===== config.mk =====
export PLATFORM = sky130hd
export DESIGN_NAME = pixel_mixer_fifo
export DESIGN_NICKNAME = d
export VERILOG_FILES = /design/src/rtl/pixel_mixer_fifo.sv
export SDC_FILE = /design/constraint.sdc
export NUM_CORES = 1
export LEC_CHECK = 0
export BUFFER_PORTS_ARGS = -buffer_cell sky130_fd_sc_hd__buf_2
export CELL_PAD_IN_SITES_DETAIL_PLACEMENT = 1
export CELL_PAD_IN_SITES_GLOBAL_PLACEMENT = 2
export CORE_ASPECT_RATIO = 1.75
export CORE_UTILIZATION = 34
export DETAILED_ROUTE_END_ITERATION = 8
export PLACE_DENSITY = 0.92
export SYNTH_ARGS = -nofsm -noshare
export SYNTH_HDL_FRONTEND = slang
export SYNTH_SLANG_ARGS = --single-unit

===== constraint.sdc =====
create_clock -name clk_in -period 6 [get_ports clk_in]
set_clock_uncertainty 0.15 [all_clocks]
set_input_delay 1.2 -clock clk_in [delete_from_list [all_inputs] [get_ports clk_in]]
set_output_delay 1.2 -clock clk_in [all_outputs]
set_load 0.005 [all_outputs]

===== src/rtl/pixel_mixer_fifo.sv =====
// Background/object pixel shift FIFOs with fine-scroll discard, object priority
// resolution and palette lookup, emitting one registered shade per pop.
module pixel_mixer_fifo #(
  parameter  int ROW_PIXELS  = 8,
  parameter  int BG_DEPTH    = 16,
  parameter  int NUM_OBJ_PAL = 2,
  localparam int PAL_W       = (NUM_OBJ_PAL > 1) ? $clog2(NUM_OBJ_PAL) : 1,
  localparam int BCW         = $clog2(BG_DEPTH + 1),
  localparam int OCW         = $clog2(ROW_PIXELS + 1)
) (
  input  logic                      clk_in,
  input  logic                      rst_in,
  input  logic                      tclk_in,
  input  logic                      enable_in,
  input  logic                      bg_ena_in,
  input  logic                      obj_ena_in,
  input  logic                      pause_in,
  input  logic                      line_start_in,
  input  logic [2:0]                scx_fine_in,
  input  logic [2*ROW_PIXELS-1:0]   bg_row_in,
  input  logic                      bg_row_valid_in,
  output logic                      bg_row_ready_out,
  input  logic [2*ROW_PIXELS-1:0]   obj_row_in,
  input  logic [PAL_W-1:0]          obj_pal_in,
  input  logic                      obj_bgpri_in,
  input  logic                      obj_row_valid_in,
  output logic                      obj_row_ready_out,
  input  logic [7:0]                BGP_in,
  input  logic [8*NUM_OBJ_PAL-1:0]  OBP_in,
  output logic [1:0]                pixel_out,
  output logic                      pixel_valid_out,
  output logic [BCW-1:0]            bg_count_out,
  output logic [OCW-1:0]            obj_count_out
);

  logic [1:0]       bg_mem [BG_DEPTH];
  logic [1:0]       bg_nxt [BG_DEPTH];
  logic [1:0]       oc_mem [ROW_PIXELS];
  logic [1:0]       oc_nxt [ROW_PIXELS];
  logic [PAL_W-1:0] op_mem [ROW_PIXELS];
  logic [PAL_W-1:0] op_nxt [ROW_PIXELS];
  logic             ob_mem [ROW_PIXELS];
  logic             ob_nxt [ROW_PIXELS];

  logic [BCW-1:0] bg_count, bg_base;
  logic [OCW-1:0] obj_count, obj_base;
  logic [2:0]     discard_cnt;
  logic           pop, obj_pop, bg_push, obj_merge;
  logic [1:0]     cb, shade;
  logic [7:0]     pal_byte;
  logic           obj_win;

  assign pop               = tclk_in && enable_in && !pause_in && (bg_count != '0) && !line_start_in;
  assign obj_pop           = pop && (obj_count != '0);
  assign bg_row_ready_out  = !line_start_in && (bg_count <= BCW'(BG_DEPTH - ROW_PIXELS));
  assign obj_row_ready_out = !line_start_in;
  assign bg_push           = bg_row_valid_in && bg_row_ready_out;
  assign obj_merge         = obj_row_valid_in && obj_row_ready_out;
  assign bg_base           = bg_count - BCW'(pop);
  assign obj_base          = obj_count - OCW'(obj_pop);
  assign bg_count_out      = bg_count;
  assign obj_count_out     = obj_count;

  // Shift out the head first, then place the pushed row at the post-pop tail.
  always_comb begin
    for (int unsigned k = 0; k < BG_DEPTH - 1; k++)
      bg_nxt[k] = pop ? bg_mem[k+1] : bg_mem[k];
    bg_nxt[BG_DEPTH-1] = pop ? '0 : bg_mem[BG_DEPTH-1];
    if (bg_push) begin
      for (int unsigned k = 0; k < BG_DEPTH; k++)
        for (int unsigned j = 0; j < ROW_PIXELS; j++)
          if (k >= j)
            if (bg_base == BCW'(k - j))
              bg_nxt[k] = bg_row_in[2*j +: 2];
    end
  end

  // Merge overlays the shifted row: empty or transparent slots take the new pixel.
  always_comb begin
    for (int unsigned i = 0; i < ROW_PIXELS - 1; i++) begin
      oc_nxt[i] = obj_pop ? oc_mem[i+1] : oc_mem[i];
      op_nxt[i] = obj_pop ? op_mem[i+1] : op_mem[i];
      ob_nxt[i] = obj_pop ? ob_mem[i+1] : ob_mem[i];
    end
    oc_nxt[ROW_PIXELS-1] = obj_pop ? '0 : oc_mem[ROW_PIXELS-1];
    op_nxt[ROW_PIXELS-1] = obj_pop ? '0 : op_mem[ROW_PIXELS-1];
    ob_nxt[ROW_PIXELS-1] = obj_pop ? 1'b0 : ob_mem[ROW_PIXELS-1];
    if (obj_merge) begin
      for (int unsigned i = 0; i < ROW_PIXELS; i++) begin
        if ((OCW'(i) >= obj_base) || (oc_nxt[i] == 2'd0)) begin
          oc_nxt[i] = obj_row_in[2*i +: 2];
          op_nxt[i] = obj_pal_in;
          ob_nxt[i] = obj_bgpri_in;
        end
      end
    end
  end

  always_comb begin
    cb       = bg_ena_in ? bg_mem[0] : 2'd0;
    obj_win  = (obj_count != '0) && obj_ena_in && (oc_mem[0] != 2'd0) &&
               (!ob_mem[0] || (cb == 2'd0));
    pal_byte = '0;
    for (int unsigned k = 0; k < NUM_OBJ_PAL; k++)
      if (op_mem[0] == PAL_W'(k))
        pal_byte = OBP_in[8*k +: 8];
    shade = obj_win ? pal_byte[{oc_mem[0], 1'b0} +: 2] : BGP_in[{cb, 1'b0} +: 2];
  end

  // Storage is not cleared by reset; the counts alone define what is valid.
  always_ff @(posedge clk_in) begin
    bg_mem <= bg_nxt;
    oc_mem <= oc_nxt;
    op_mem <= op_nxt;
    ob_mem <= ob_nxt;
  end

  always_ff @(posedge clk_in) begin
    if (rst_in) begin
      bg_count        <= '0;
      obj_count       <= '0;
      discard_cnt     <= '0;
      pixel_out       <= '0;
      pixel_valid_out <= 1'b0;
    end else if (line_start_in) begin
      bg_count        <= '0;
      obj_count       <= '0;
      discard_cnt     <= scx_fine_in;
      pixel_valid_out <= 1'b0;
    end else begin
      bg_count        <= bg_push ? bg_base + BCW'(ROW_PIXELS) : bg_base;
      obj_count       <= obj_merge ? OCW'(ROW_PIXELS) : obj_base;
      pixel_valid_out <= 1'b0;
      if (pop) begin
        if (discard_cnt != '0) begin
          discard_cnt <= discard_cnt - 3'd1;
        end else begin
          pixel_out       <= shade;
          pixel_valid_out <= 1'b1;
        end
      end
    end
  end

endmodule


# After elaboration in Yosys (flattened, before gate mapping)
# Index checks and enable logic that the tools add are counted.
# W data, S select, Z words.
totals:
  ff_bits: 79
  latch_bits: 0
  mem_bits_rw: 0
  mem_bits_ro: 0
  n_memories: 0
op_classes:
  n_addsub: 4
  mul: 0
  n_div: 0
  magnitude_cmp: 9
  n_eq_ne: 15
  shift: 2
  muxes: 177
  bitwise_logic: 3
  n_reduce_logical: 44
op_table:
  columns: ["op", "n"]
  rows:
  - ["$mux W2", 134]
  - ["$eq A5 B4 Y1 const B", 8]
  - ["$mux W1", 33]
  - ["$mux W32", 1]
  - ["$mux W8", 3]
  - ["$eq A5 B3 Y1 const B", 4]
  - ["$logic_not A2 Y1", 9]
  - ["$ge A3 B4 Y1 const A", 4]
  - ["$mux W16", 1]
  - ["$shiftx A8 B4 Y2", 2]
  - ["$logic_and A1 B1 Y1", 11]
  - ["$eq A5 B2 Y1 const B", 2]
  - ["$logic_or A1 B1 Y1", 9]
  - ["$mux W3", 3]
  - ["$ge A1 B4 Y1 const A", 2]
  - ["$ge A2 B4 Y1 const A", 2]
  - ["$reduce_bool A2 Y1", 3]
  - ["$reduce_or A3 Y1", 2]
  - ["$add A5 B4 Y5 const B", 1]
  - ["$eq A5 B1 Y1 const B", 1]
  - ["$le A5 B4 Y1 const B", 1]
  - ["$logic_not A5 Y1", 1]
  - ["$mux W5", 1]
  - ["$reduce_bool A5 Y1", 1]
  - ["other kinds (11)", 15]

# Depth between registers and ports, before layout
logic_depth:
  word_depth: 15
  mapped_depth: 18
  depth_no_buf: 13

# Least setup slack after synthesis
# Ideal clock, no wire load.
synth_timing:
  kind: "input to register"
  startpoint: "input port line_start_in"
  endpoint: "register bg_mem[22] (netlist bit)"
  setup_time_ps: 120
  arrival_time_ps: 4388
  required_time_ps: 5730
  slack_ps: 1343
  stages: 16
  cell_sequence: "clkbuf_1 -> nor4bb_1 -> o31a_1 -> buf_6 -> buf_4 -> buf_2 -> ha_1 -> ha_1 -> inv_1 -> clkbuf_1 -> nand2_1 -> nor2_1 -> nand2_1 -> o211ai_1 -> a31oi_1 -> or2_1"
synth_lines:
  columns: ["item", "line_no", "rtl"]
  rows:
  - ["from (decl)", "18", "input logic line_start_in,"]
  - ["to (signal assigned)", "112", "bg_mem <= bg_nxt;"]
  - ["to (decl)", "36", "logic [1:0] bg_mem [BG_DEPTH];"]

==> summary.md <==
| Metric | Value |
|---|---|
| DP HPWL | 18.75 mm |
| Routed wire length per instance | 22.74 µm |
| DIE HEIGHT | 181.4 µm |
| Crit-path max cell delay | 0.53 ns |
| Area grow syn2layout | 15.25% |
| Clock Latency Late Sink | roughly 0.36 ns |
| #FFs+latches synth | 79 |
| Max-Slew Margin vs Limit | 32.43% |
| DRC | 0 |
| Required @ worst endpoint | 6.09 ns |
| Ys Warns | 0 |
| Setup violators final | 0 |
| Max FO, Critical Path | 36 |
| Avg Inst Size Synth | between 7 and 8 µm² |
| CP max-delay cell | buf_4 |
| Root Driver | clkbuf_16 |
| Top FF cell, synth | dfxtp_1 |
| Slew Viols, Final | 0 |
| I/O Buffers | 84 |
| Die width | 104.5 µm |
| Total negative slack | 0 ns |
| CP cell instances | buf_2, nor4bb_1, o31a_2, buf_4, nand2b_1, buf_4, inv_2, ha_1, ha_1, nor2_1, nand2_1, a21oi_1, a31oi_1, o2bb2ai_1, o21ai_2, mux2_1 |
| Switching part of the total | between 30% and 40% |
| Max_cap viols | 0 |
| Clk slew on worst S/H paths | 0.06 ns |
| Synthesized cell area | 6251 µm² |
| Row count | 65 |
| CP endpoint kind | flop |
| Status | finished clean |
| Post-CTS setup buffer count | 0 |
| GRT overflow | 0 |
| Leak Pwr | 2.826 nW |
| Core ar. | between 15000 and 20000 µm² |
| CP arrival | 4.86 ns |
| CTS tree | yes |
| Final WL | 25.58 mm |
| Combinational power share | 22.9% |
| Clk pwr share | 38.2% |
| Hold wc startpoint | pixel_out[1] |
| Initial core utilization | roughly 35% |
| Dpl cells | around 1100 |
| Internal power | 1.209 mW |
| Sequential area share after synthesis | 25.30% |
| Final net count | 963 |
| Routed vias/inst | 6.334 |
| Worst setup SP type | input pin |
| Pwr dens | about 240 nW/µm² |
| Initial drt markers | 689 |
| Most frequent cells in the layout | 108 x nand2_1, 84 x buf_2, 83 x nor2_1 |
| Detail Route Antenna Nets | 0 |
| Hold_buf cts | 0 |
| Via count | 7126 |
| Cells after synthesis | 834 |
| Resized cells post-CTS | 0 |
| Period minus WS final | 4.771 ns |
| Antenna violations before repair | 0 |
| Final Hold Viols | 0 |
| WP buf/inv | 4 |
| Clk buf depth | 2 |
| Number of buffers created by CTS | 9 |
| H-tree levels | 3 |
| Fillers | 2275 |
| Routability cong. | 0.9230 |
| Async S/R FF share, synth | 0% |
| Synthesized net count | around 900 |
| Cell variety after synth | 71 |
| Hold WS | 0.3069 ns |
| Tcrit/Tclk final | a little under 80% |
| CP Launch Point | line_start_in |
| Layout Cells excl Fill | 1125 |
| Die Area | between 15000 and 20000 µm² |
| Post-synth EDFFs | 0 |
| Layout cell share with drive strength beyond 1 | between 15 and 20% |
| Hold Path Class | flop to flop |
| Largest net degree at the start of global routing | 44 |
| Commonest non-fill, non-tap cell in the layout | nand2_1 |
| Vias in the first global route | 7225 |
| Crit Path Category | input pin to flop |
| CTS sink cnt | 79 |
| R2R Path Start | bg_count_out[4] |
| Total GRT Usage | ~27% |
| RSZ-0062 raised after global routing | no |
| NetSw | 0.5484 mW |
| Layout Utilization | 39.90% |
| Peak supply drop | around 150 µV |
| Detailed Routing Iterations Pass 1 | 5 |
| Crit-path leading delay family | compound AO/OA/AOI/OAI gates |
| Ant. Diodes | 0 |
| Fmax | 209.6 MHz |
| IO Pins | 85 |
| First-pass GRT wire length | 39.41 mm |
| Sequential power share | 38.9% |
| Actual slew at the worst max-slew pin | 1.012 ns |
==> worst paths after layout <==
check,end,slack (ns),cells past startpoint
setup reg to reg,oc_mem[10],1.56,14
setup / recovery,oc_mem[10],1.23,16
hold reg to reg,pixel_out[1],0.31,2
hold / removal,pixel_out[1],0.31,2
==> area by class of cell <==
| class | instances | area, µm² | share of cell area [%] |
|---|---|---|---|
| clock buffers | 9 | 225.2 | 3.126 |
| clock inverters | 7 | 126.4 | 1.754 |
| inverters | 21 | 78.83 | 1.094 |
| multi-input cells | 667 | 4299 | 59.67 |
| flip-flops and latches | 79 | 1582 | 21.95 |
| well taps | 234 | 292.8 | 4.064 |
| repair buffers | 108 | 600.6 | 8.336 |
==> metal layers <==
layer	GRT usage (%)	vias to the layer above	wire, µm
met1	27.82	3462	9405
li1	-	3185	-
met5	0	-	0
met3	3.769	120	1344
met2	48.03	359	13030
met4	20.69	0	1797
==> power by group through the flow <==
stage               combinational [mW]  sequential [mW]  clock [mW]
floorplan                        0.293            0.665           0
global placement                 0.386            0.693           0
detailed placement               0.396            0.696           0
CTS                              0.400            0.684       0.685
global route                     0.441            0.694       0.704
finish                           0.402            0.683       0.672
==> cell families after synthesis <==
logic type / Yosys count / synth area share (%)
AOI/OAI and AO/OA: 285 / 30.26
and+or+nand+nor: 276 / 19.70
muxes: 90 / 15.95
buffers and inverters: 88 / 5.945
DFF: 79 / 25.30
xor gates and xnor gates: 10 / 1.641
adders and majority gates: 6 / 1.201
==> metrics by stage <==
stage / setup slack, ns / power (mW) / instance area, µm²
floorplan: 1.343 / 0.9583 / 6251
global route: 0.9668 / 1.839 / 7204
detailed placement: 0.9694 / 1.092 / 6853
CTS: 1.270 / 1.768 / 7204
global placement: 1.073 / 1.079 / 6853
finish: 1.229 / 1.758 / 7204
==> sequential cells by signal, summed over array words and instances (netlist names) <==
| signal | cells |
|---|---|
| pixel_out | 2 |
| discard_cnt | 3 |
| oc_mem | 16 |
| op_mem | 8 |
| bg_mem | 32 |
| pixel_valid_out | 1 |
| ob_mem | 8 |
| obj_count_out | 4 |
| bg_count_out | 5 |
==> cells in the mapped netlist (all sizes together), types with 3 or more instances <==
cell	count	area share, %
nand2	108	6.5
nor2	85	5.3
dfxtp	79	25
a21oi	68	5.6
o21ai	68	5.6
mux2i	64	10
clkbuf	50	3.0
inv	21	1.3
mux2	21	3.9
nor3	20	1.8
o22ai	19	1.9
a22oi	17	2.0
buf	17	1.7
nand3	17	1.4
nand2b	15	1.5
o211ai	14	1.7
a221oi	11	1.6
a31oi	10	1.0
o31ai	10	1.4
nor2b	8	0.80
a211oi	7	0.84
o32ai	7	1.1
xnor2	7	1.1
a21o	6	0.72
a2bb2oi	6	0.84
ha	6	1.2
o2111ai	6	0.84
o21a	6	0.72
or3	6	0.60
a2111oi	5	0.70
mux4	5	1.8
or2	5	0.50
a221o	4	0.64
o22a	4	0.56
a21boi	3	0.36
and2	3	0.30
nor3b	3	0.44
nor4	3	0.30
o221ai	3	0.42
xor2	3	0.54
==> tightest hold or removal path: stages (launching register included) <==
cell and delay (ns):
dfxtp_1 0.31, nand2_1 0.05, a21oi_1 0.05
(Power assumes the default switching activity.)
